### src/rtl/adder_seq_ctrl_if.sv
// adder_seq_ctrl_if
//   Bundle of all handshake and datapath signals around adder_seq_ctrl.
//   Ports grouped here:
//     req0_* / req1_* : two requesters (valid/ready, W-bit operands, carry-in)
//     fa_*            : nibble operands to / result from the external full_adder
//     resp_*          : tagged response channel (valid/ready, id, sum, carry-out)
//   Modports:
//     slave  : the controller side (adder_seq_ctrl)
//     master : the environment side (requesters, consumer, full_adder)
interface adder_seq_ctrl_if #(
    parameter int NIBBLES = 4
);
    localparam int W = 4 * NIBBLES;

    logic         req0_valid;
    logic         req0_ready;
    logic [W-1:0] req0_a;
    logic [W-1:0] req0_b;
    logic         req0_cin;

    logic         req1_valid;
    logic         req1_ready;
    logic [W-1:0] req1_a;
    logic [W-1:0] req1_b;
    logic         req1_cin;

    logic [3:0]   fa_a;
    logic [3:0]   fa_b;
    logic         fa_cin;
    logic [3:0]   fa_sum;
    logic         fa_cout;

    logic         resp_valid;
    logic         resp_ready;
    logic         resp_id;
    logic [W-1:0] resp_sum;
    logic         resp_cout;

    modport slave (
        input  req0_valid, req0_a, req0_b, req0_cin,
        output req0_ready,
        input  req1_valid, req1_a, req1_b, req1_cin,
        output req1_ready,
        output fa_a, fa_b, fa_cin,
        input  fa_sum, fa_cout,
        output resp_valid, resp_id, resp_sum, resp_cout,
        input  resp_ready
    );

    modport master (
        output req0_valid, req0_a, req0_b, req0_cin,
        input  req0_ready,
        output req1_valid, req1_a, req1_b, req1_cin,
        input  req1_ready,
        input  fa_a, fa_b, fa_cin,
        output fa_sum, fa_cout,
        input  resp_valid, resp_id, resp_sum, resp_cout,
        output resp_ready
    );
endinterface

### src/rtl/adder_seq_ctrl.sv
// adder_seq_ctrl
//   Sequencer and round-robin two-port arbiter for a shared external 4-bit
//   full_adder. A W-bit (W = 4*NIBBLES) addition is accepted from one of two
//   requesters, driven through the adder one nibble per cycle (LSB nibble
//   first, carry chained), and returned as sum + carry-out tagged with the
//   requester index.
//   Ports:
//     clk : clock, rising edge
//     rst : synchronous active-high reset
//     bus : adder_seq_ctrl_if.slave (requesters, full_adder, response)
module adder_seq_ctrl #(
    parameter int NIBBLES = 4
) (
    input logic            clk,
    input logic            rst,
    adder_seq_ctrl_if.slave bus
);
    localparam int W  = 4 * NIBBLES;
    localparam int IW = (NIBBLES > 1) ? $clog2(NIBBLES) : 1;
    localparam logic [IW-1:0] LAST_IDX = IW'(NIBBLES - 1);

    typedef enum logic [1:0] {
        IDLE = 2'd0,
        RUN  = 2'd1,
        DONE = 2'd2
    } state_t;

    state_t        state;
    logic [W-1:0]  op_a;
    logic [W-1:0]  op_b;
    logic          carry;
    logic [IW-1:0] idx;
    logic [W-1:0]  sum_r;
    logic          owner;
    logic          last;

    logic sel0, sel1, idle;

    // On conflict the requester that was not served last wins; a lone
    // requester always wins. Readies are masked during reset.
    always_comb begin
        idle = (state == IDLE) && !rst;
        sel0 = bus.req0_valid && (!bus.req1_valid || last);
        sel1 = bus.req1_valid && (!bus.req0_valid || !last);
        bus.req0_ready = idle && sel0;
        bus.req1_ready = idle && sel1;
    end

    // The adder is combinational, so its operands come straight from the
    // current nibble and its result is captured on the same edge.
    always_comb begin
        bus.fa_a   = '0;
        bus.fa_b   = '0;
        bus.fa_cin = 1'b0;
        if (state == RUN) begin
            bus.fa_a   = op_a[{idx, 2'b00} +: 4];
            bus.fa_b   = op_b[{idx, 2'b00} +: 4];
            bus.fa_cin = carry;
        end
    end

    always_comb begin
        bus.resp_valid = (state == DONE);
        bus.resp_sum   = (state == DONE) ? sum_r : '0;
        bus.resp_cout  = (state == DONE) ? carry : 1'b0;
        bus.resp_id    = (state == DONE) ? owner : 1'b0;
    end

    always_ff @(posedge clk) begin
        if (rst) begin
            state <= IDLE;
            op_a  <= '0;
            op_b  <= '0;
            carry <= 1'b0;
            idx   <= '0;
            sum_r <= '0;
            owner <= 1'b0;
            last  <= 1'b1;
        end else begin
            case (state)
                IDLE: begin
                    if (bus.req0_ready) begin
                        op_a  <= bus.req0_a;
                        op_b  <= bus.req0_b;
                        carry <= bus.req0_cin;
                        owner <= 1'b0;
                        idx   <= '0;
                        sum_r <= '0;
                        state <= RUN;
                    end else if (bus.req1_ready) begin
                        op_a  <= bus.req1_a;
                        op_b  <= bus.req1_b;
                        carry <= bus.req1_cin;
                        owner <= 1'b1;
                        idx   <= '0;
                        sum_r <= '0;
                        state <= RUN;
                    end
                end
                RUN: begin
                    sum_r[{idx, 2'b00} +: 4] <= bus.fa_sum;
                    carry                    <= bus.fa_cout;
                    if (idx == LAST_IDX) begin
                        state <= DONE;
                    end else begin
                        idx <= idx + 1'b1;
                    end
                end
                DONE: begin
                    if (bus.resp_ready) begin
                        last  <= owner;
                        state <= IDLE;
                    end
                end
                default: state <= IDLE;
            endcase
        end
    end
endmodule
### src/flat_wrapper.sv
// flat-port wrapper written by rule: the top's interface ports become plain ports
module adder_seq_ctrl_flat 
#(
    parameter int NIBBLES = 4
)
  (clk, rst, bus_req0_valid, bus_req0_a, bus_req0_b, bus_req0_cin, bus_req0_ready, bus_req1_valid, bus_req1_a, bus_req1_b, bus_req1_cin, bus_req1_ready, bus_fa_a, bus_fa_b, bus_fa_cin, bus_fa_sum, bus_fa_cout, bus_resp_valid, bus_resp_id, bus_resp_sum, bus_resp_cout, bus_resp_ready);
  adder_seq_ctrl_if #(.NIBBLES(NIBBLES)) bus_i ();
  input logic clk;
  input logic rst;
  input wire logic [$bits(bus_i.req0_valid)-1:0] bus_req0_valid;
  input wire logic [$bits(bus_i.req0_a)-1:0] bus_req0_a;
  input wire logic [$bits(bus_i.req0_b)-1:0] bus_req0_b;
  input wire logic [$bits(bus_i.req0_cin)-1:0] bus_req0_cin;
  output wire logic [$bits(bus_i.req0_ready)-1:0] bus_req0_ready;
  input wire logic [$bits(bus_i.req1_valid)-1:0] bus_req1_valid;
  input wire logic [$bits(bus_i.req1_a)-1:0] bus_req1_a;
  input wire logic [$bits(bus_i.req1_b)-1:0] bus_req1_b;
  input wire logic [$bits(bus_i.req1_cin)-1:0] bus_req1_cin;
  output wire logic [$bits(bus_i.req1_ready)-1:0] bus_req1_ready;
  output wire logic [$bits(bus_i.fa_a)-1:0] bus_fa_a;
  output wire logic [$bits(bus_i.fa_b)-1:0] bus_fa_b;
  output wire logic [$bits(bus_i.fa_cin)-1:0] bus_fa_cin;
  input wire logic [$bits(bus_i.fa_sum)-1:0] bus_fa_sum;
  input wire logic [$bits(bus_i.fa_cout)-1:0] bus_fa_cout;
  output wire logic [$bits(bus_i.resp_valid)-1:0] bus_resp_valid;
  output wire logic [$bits(bus_i.resp_id)-1:0] bus_resp_id;
  output wire logic [$bits(bus_i.resp_sum)-1:0] bus_resp_sum;
  output wire logic [$bits(bus_i.resp_cout)-1:0] bus_resp_cout;
  input wire logic [$bits(bus_i.resp_ready)-1:0] bus_resp_ready;
  assign bus_i.req0_valid = bus_req0_valid;
  assign bus_i.req0_a = bus_req0_a;
  assign bus_i.req0_b = bus_req0_b;
  assign bus_i.req0_cin = bus_req0_cin;
  assign bus_req0_ready = bus_i.req0_ready;
  assign bus_i.req1_valid = bus_req1_valid;
  assign bus_i.req1_a = bus_req1_a;
  assign bus_i.req1_b = bus_req1_b;
  assign bus_i.req1_cin = bus_req1_cin;
  assign bus_req1_ready = bus_i.req1_ready;
  assign bus_fa_a = bus_i.fa_a;
  assign bus_fa_b = bus_i.fa_b;
  assign bus_fa_cin = bus_i.fa_cin;
  assign bus_i.fa_sum = bus_fa_sum;
  assign bus_i.fa_cout = bus_fa_cout;
  assign bus_resp_valid = bus_i.resp_valid;
  assign bus_resp_id = bus_i.resp_id;
  assign bus_resp_sum = bus_i.resp_sum;
  assign bus_resp_cout = bus_i.resp_cout;
  assign bus_i.resp_ready = bus_resp_ready;
  adder_seq_ctrl #(.NIBBLES(NIBBLES)) u_core (.clk(clk), .rst(rst), .bus(bus_i));
endmodule
### config.mk
export PLATFORM = sky130hd
export DESIGN_NAME = adder_seq_ctrl_flat
export DESIGN_NICKNAME = d
export VERILOG_FILES = /design/src/rtl/adder_seq_ctrl_if.sv /design/src/rtl/adder_seq_ctrl.sv /design/src/flat_wrapper.sv
export SDC_FILE = /design/constraint.sdc
export NUM_CORES = 1
export LEC_CHECK = 0
export CORE_UTILIZATION = 30
export CTS_CLUSTER_DIAMETER = 50
export CTS_CLUSTER_SIZE = 24
export DETAILED_ROUTE_END_ITERATION = 12
export GPL_TIMING_DRIVEN = 0
export PLACE_DENSITY = 0.64
export SLEW_MARGIN = 15
export SYNTH_ARGS = -nofsm -noshare
export SYNTH_HDL_FRONTEND = slang
export SYNTH_SLANG_ARGS = --single-unit
### constraint.sdc
create_clock -name clk -period 4.7 [get_ports clk]
set_input_delay 0.47 -clock clk [delete_from_list [all_inputs] [get_ports clk]]
set_output_delay 0.47 -clock clk [all_outputs]
set_load 0.01 [all_outputs]
==> impl_metrics.csv, run 1 <==
group,metric,value,unit
routing,ant_nets,0,
synthesis,synth_most_common_cell,"nand2_1",
power_and_ir_drop,p_per_area,253,nW/um^2
clock_tree,cts_tree,"yes",
synthesis,synthTopCellsByArea,"dfxtp_1, a311oi_2, nand2_1",
floorplan,fp.dieH,103,um
placement,portBuffers,105,
sta,finalHoldViolations,0,
sta,rsz0062_at_grt,"false",
floorplan,io_pins,106,
critical_path,crit_required,4.23,ns
run,drv_cap,0,
finish,final_util,0.450,
routing,drc,0,
grt,grt_pass1_vias,2883,
synthesis,synth_seq_area_share,0.357,
finish,synthToLayoutAreaGrowth,43.9,%
sta,fin_setup_tns,0,ns
run_status,status,"finished clean",
synthesis,ys_async_sr_fraction,0,
critical_path,r2r_slack,2.41,ns
routing,via_per_inst,4.90,
clock_tree,cts_setup_buffers,0,
critical_path,end_kind,"output port",
synthesis,synth_cells,350,
finish,stdcell_area,4440,um^2
floorplan,core_area,9860,um^2
grt,busiest_layer,"met2",
clock_tree,cts_hold_buf,0,
synthesis,synth_edf_count,0,
clock_tree,clock_path_buffers,2,
clock_tree,clk_pin_slew,0.10,ns
grt,grtUsageMet2,0.291,
critical_path,critPathMaxFanout,10,
grt,gr-usage-met3,0.0323,
power_and_ir_drop,p_leak,1.52,nW
placement,hpwl,6710,um
power_and_ir_drop,ir_drop,0.000132,V
placement,dpl_cell_area,4300,um^2
clock_tree,h-tree-depth,2,
synthesis,synth_top_area_frac,0.357,
floorplan,dieArea,10700,um^2
routing,drt_iter0_drc,109,
min_path,worstHoldPathType,"flip-flop to flip-flop",
sta,slew_violations,0,
grt,antenna_found_initial,0,
clock_tree,cts_resized,0,
sta,hold_slack,0.481,ns
critical_path,crit_type,"flip-flop to output port",
finish,layout.nets,544,
synthesis,ys_warn_count,0,
grt,grt_use_met1,0.210,
synthesis,synth_ff_type,"dfxtp_1",
grt,grt-ovfl-total,0,
sta,slew-limit-headroom,0.547,
critical_path,critPathArrivalTime,2.32,ns
synthesis,ys_ff_latch,55,
sta,setup_viol_count_final,0,
synthesis,synth_nets,432,
sta,max_freq,358,MHz
floorplan,fp-row-count,36,
floorplan,die_w,103,um
floorplan,start_util,0.313,
synthesis,ys_types,39,
finish,diodes,0,
synthesis,netlist.top_cell.by_area,"dfxtp_1",
sta,fin_crit,2.79,ns
grt,grt_pass1_wl,13900,um
clock_tree,cts.sink_count,55,
routing,wire_per_inst,14.5,um
routing,drt-total-wl,8620,um
placement,gp_congestion,0.820,
clock_tree,cts_root_buf,"clkbuf_8",
grt,track_usage,0.167,
routing,dr.pass1.iters,5,
grt,grt_max_degree,18,
synthesis,syn_area_per_cell,8.81,um^2
sta,fin_crit_sh,0.594,
routing,via_count,2918,
synthesis,synth_commonest_cells,"nand2_1, dfxtp_1, nor2_1",
synthesis,synth_area,3080,um^2
sta,fin_skew,0.00655,ns
clock_tree,numCtsBuffers,5,
sta,worstMarginPinSlew,0.680,ns
clock_tree,clk_latency,0.31,ns
finish,drive_above_1_share,0.162,
critical_path,startpoint_type,"flip-flop",
## registers in the layout, indices dropped and copies added (netlist names)
name and flops:
u_core.idx 2, u_core.owner 1, u_core.last 1, u_core.state 2
u_core.sum_r 16, u_core.op_a 16, u_core.carry 1, u_core.op_b 16
## path summary, 6_finish.rpt
| check | startpoint | cells after the start | to |
|---|---|---|---|
| setup / recovery | u_core.idx[0] | 4 | bus_fa_b[0] |
| setup reg to reg | u_core.idx[1] | 7 | u_core.sum_r[11] |
| hold reg to reg | u_core.sum_r[14] | 2 | u_core.sum_r[14] |
| hold / removal | u_core.sum_r[14] | 2 | u_core.sum_r[14] |
## report_power, final
part	leakage, nW	internal, mW	switching [mW]
clock	0.0644	0.213	0.164
combinational	1.01	0.127	0.108
sequential	0.450	0.495	0.0171
total	1.52	0.834	0.289
## through the flow
step,worst slack (ns),std cells,total power [mW]
6_report,1.91,596,1.12
5_1_grt,1.76,596,1.16
4_1_cts,1.86,596,1.13
3_5_place_dp,2.00,588,0.757
3_3_place_gp,1.98,588,0.754
2_1_floorplan,2.87,350,0.646
## critical path: stages, from the launching register on
cell and delay (ns):
dfxtp_1 0.52, buf_4 0.32, mux4_2 0.51, and2_1 0.19, clkdlybuf4s50_1 0.48
## per-layer routing
layer,vias to the layer above,share of wire
li1,1444,-
met1,1356,0.44
met2,108,0.48
met3,10,0.060
met4,0,0.013
met5,-,0
## cell families after synthesis
family,after synthesis,share of synthesized area
mux,8,0.0584
buf+inv,33,0.0645
flops,55,0.357
simple gates,171,0.288
fa+ha+maj,6,0.0243
compound gates,77,0.208
## cell type report
cell class	count	area, um^2
plain buffers	27	171
clock buffers	5	68.8
clock inverters	3	67.6
fillers	948	5430
inverters	6	27.5
multi-input cells	262	1780
flip-flops and latches	55	1100
well taps	133	166
repair buffers	105	1050
## cells in the final DEF, fill, tap and decap left out, types with 2 or more instances in the layout
cell and instances:
dfxtp_1 55, clkbuf_1 13, nor2_1 38, buf_6 2
nand2_2 18, a311oi_2 18, buf_2 4, nand2b_1 2
buf_4 3, inv_1 3, mux4_2 8, clkdlybuf4s50_1 105
a311oi_1 14, a22oi_1 5, buf_8 2, nor2b_1 4
and2_1 26, bufinv_16 2, clkbuf_8 5, nand2_1 67
o21ai_0 14, nor3_1 5, nor4_4 2, ha_1 6
inv_2 2, a21oi_1 19, buf_1 2, o21ai_1 4
No activity file was read; power rests on OpenSTA's default activity.
==> run 2: changes to the inputs <==
==> constraint.sdc (replaced) <==
create_clock -name clk -period 2.9 [get_ports clk]
set_input_delay 0.29 -clock clk [delete_from_list [all_inputs] [get_ports clk]]
set_output_delay 0.29 -clock clk [all_outputs]
set_load 0.01 [all_outputs]
==> results of run 2 <==
The final DEF is identical to that of run 1. Status: finished clean.
Among the figures that moved: setup slack after placement 2.00 ns -> 0.564 ns; setup slack after layout 1.91 ns -> 0.286 ns; register-to-register setup slack 2.41 ns -> 0.61 ns; total power 1.12 mW -> 1.82 mW; worst IR drop on VDD 0.000132 V -> 0.000213 V
==> variant, RTL diff (settings of run 2) <==
`NIBBLES` is set to 4 in 3 places; all go to 2. Comments in the files are not updated.
--- a/src/rtl/adder_seq_ctrl_if.sv
+++ b/src/rtl/adder_seq_ctrl_if.sv
@@ -8,7 +8,7 @@
 //     slave  : the controller side (adder_seq_ctrl)
 //     master : the environment side (requesters, consumer, full_adder)
 interface adder_seq_ctrl_if #(
-    parameter int NIBBLES = 4
+    parameter int NIBBLES = 2
 );
     localparam int W = 4 * NIBBLES;
 
--- a/src/rtl/adder_seq_ctrl.sv
+++ b/src/rtl/adder_seq_ctrl.sv
@@ -9,7 +9,7 @@
 //     rst : synchronous active-high reset
 //     bus : adder_seq_ctrl_if.slave (requesters, full_adder, response)
 module adder_seq_ctrl #(
-    parameter int NIBBLES = 4
+    parameter int NIBBLES = 2
 ) (
     input logic            clk,
     input logic            rst,
--- a/src/flat_wrapper.sv
+++ b/src/flat_wrapper.sv
@@ -1,7 +1,7 @@
 // flat-port wrapper written by rule: the top's interface ports become plain ports
 module adder_seq_ctrl_flat 
 #(
-    parameter int NIBBLES = 4
+    parameter int NIBBLES = 2
 )
   (clk, rst, bus_req0_valid, bus_req0_a, bus_req0_b, bus_req0_cin, bus_req0_ready, bus_req1_valid, bus_req1_a, bus_req1_b, bus_req1_cin, bus_req1_ready, bus_fa_a, bus_fa_b, bus_fa_cin, bus_fa_sum, bus_fa_cout, bus_resp_valid, bus_resp_id, bus_resp_sum, bus_resp_cout, bus_resp_ready);
   adder_seq_ctrl_if #(.NIBBLES(NIBBLES)) bus_i ();
Interface: changed (5 resized); port bits go from 106 to 66. The function was not compared with the original's and may differ.
==> variant against run 2 <==
Synthesized area down 49%; cell area fell by 46%; worst hold slack got worse by 13 ps; worst setup slack improved by 140 ps; utilization up 2.1 points; die area down 48%; sequential cell count down 25; total power decreased by 44%; clock skew shrank 2.2 ps; routed wire length fell by 49%; first-iteration DRC count shrank 32%; sequential power down 45%; largest cell class unchanged.
==> variant: results (changes against run 2) <==
{| class="wikitable"
! Metric !! Value
|-
| Wirelength per Cell || 13.2 µm (-8.9%)
|-
| Peak supply drop || 0.186 mV (-13%)
|-
| Routing usage on met1 || 23.3% (+2.3 points)
|-
| Count of unique library cells instantiated by Yosys || 29 (-26%)
|-
| Total GRT Usage || 17.6% (+0.91 points)
|-
| Pin count of the biggest net entering global routing || 11 (-7)
|-
| Routed wl met2 || 1990 µm (-52%)
|-
| Clock-cell share || 3.43% (+0.36 points)
|-
| Multi-input comb cells || 147 (-44%)
|-
| Clock input transition at the sequential cells of the worst setup and hold paths || 60 ps (-40 ps)
|-
| Footprint of the multi-input gates || 882 µm² (-51%)
|-
| Number of nets in the synthesized netlist || 239 (-45%)
|-
| HPWL Detailed || 3230 µm (-52%)
|-
| Layout fillers || 519 (-45%)
|-
| GPL Wtd Cong || 0.805 (-1.8%)
|-
| Inverter count of the layout excluding clock inverters || 4 (-2)
|-
| Ranking of synthesized cells by instance count || sky130_fd_sc_hd__nand2_1 (37), sky130_fd_sc_hd__nor2_1 (31), sky130_fd_sc_hd__dfxtp_1 (30)
|-
| Slew margin rel. || 48.3% (-6.3 points)
|-
| Post-placement setup slack || 580 ps (+15.9 ps)
|-
| Arrival time at the worst endpoint || 2180 ps (-140 ps)
|-
| Clock buffer count || 6 (+1)
|-
| Power density of the placed cells || 420 mW/mm² (+2.3%)
|-
| Placed inst area || 0.00232 mm² (-46%)
|-
| Number of nets in the final layout || 311 (-43%)
|-
| Number of vias per cell || 4.79 (-2.3%)
|-
| Result of the run || complete, no violations
|-
| Biggest area contributors in the synthesized netlist || sky130_fd_sc_hd__dfxtp_1 (38%), sky130_fd_sc_hd__nand2_1 (8.8%), sky130_fd_sc_hd__a311oi_2 (8.5%)
|}
==> variant: cell types whose count changed in the layout (fill, tap and decap cells not counted), moves of 8 or more <==
| cell | before | now |
|---|---|---|
| sky130_fd_sc_hd__nand2_2 | 18 | 1 |
| sky130_fd_sc_hd__and2_1 | 26 | 11 |
| sky130_fd_sc_hd__a311oi_2 | 18 | 9 |
| sky130_fd_sc_hd__mux4_2 | 8 | 0 |
| sky130_fd_sc_hd__a21oi_1 | 19 | 11 |
| sky130_fd_sc_hd__dfxtp_1 | 55 | 30 |
| sky130_fd_sc_hd__mux2i_1 | 0 | 8 |
| sky130_fd_sc_hd__nand2_1 | 67 | 37 |
| sky130_fd_sc_hd__clkdlybuf4s50_1 | 105 | 65 |
==> variant: path summary, 6_finish.rpt <==
kind / start / to / slack (ps)
max reg2reg: u_core.state[0] / u_core.op_b[5] / 1380
min: u_core.owner / u_core.owner / 470
max: u_core.idx / bus_fa_b[1] / 430
min reg2reg: u_core.owner / u_core.owner / 470
==> variant: critical path: stages, from the launching register on <==
cell                              delay [ps]
sky130_fd_sc_hd__dfxtp_1                 300
sky130_fd_sc_hd__clkbuf_1                450
sky130_fd_sc_hd__buf_2                   360
sky130_fd_sc_hd__mux2i_1                 110
sky130_fd_sc_hd__nor2_1                  130
sky130_fd_sc_hd__clkdlybuf4s50_1         550
==> variant: kinds of logic (layout without fill, tap and decap cells) <==
group | Yosys count | in the layout | synth area share [%]
multiplexers | 8 | 8 | 5.05
AO/OA/AOI/OAI | 43 | 43 | 22.3
flip-flops | 30 | 30 | 37.9
AND/OR/NAND/NOR | 96 | 96 | 28.2
buffers and inverters | 18 | 89 | 6.55
==> variant: report_power, final <==
group	leakage (nW)	switching (mW)	internal (mW)
registers	0.246	0.0146	0.442
clock network	0.0431	0.143	0.183
logic	0.549	0.108	0.120
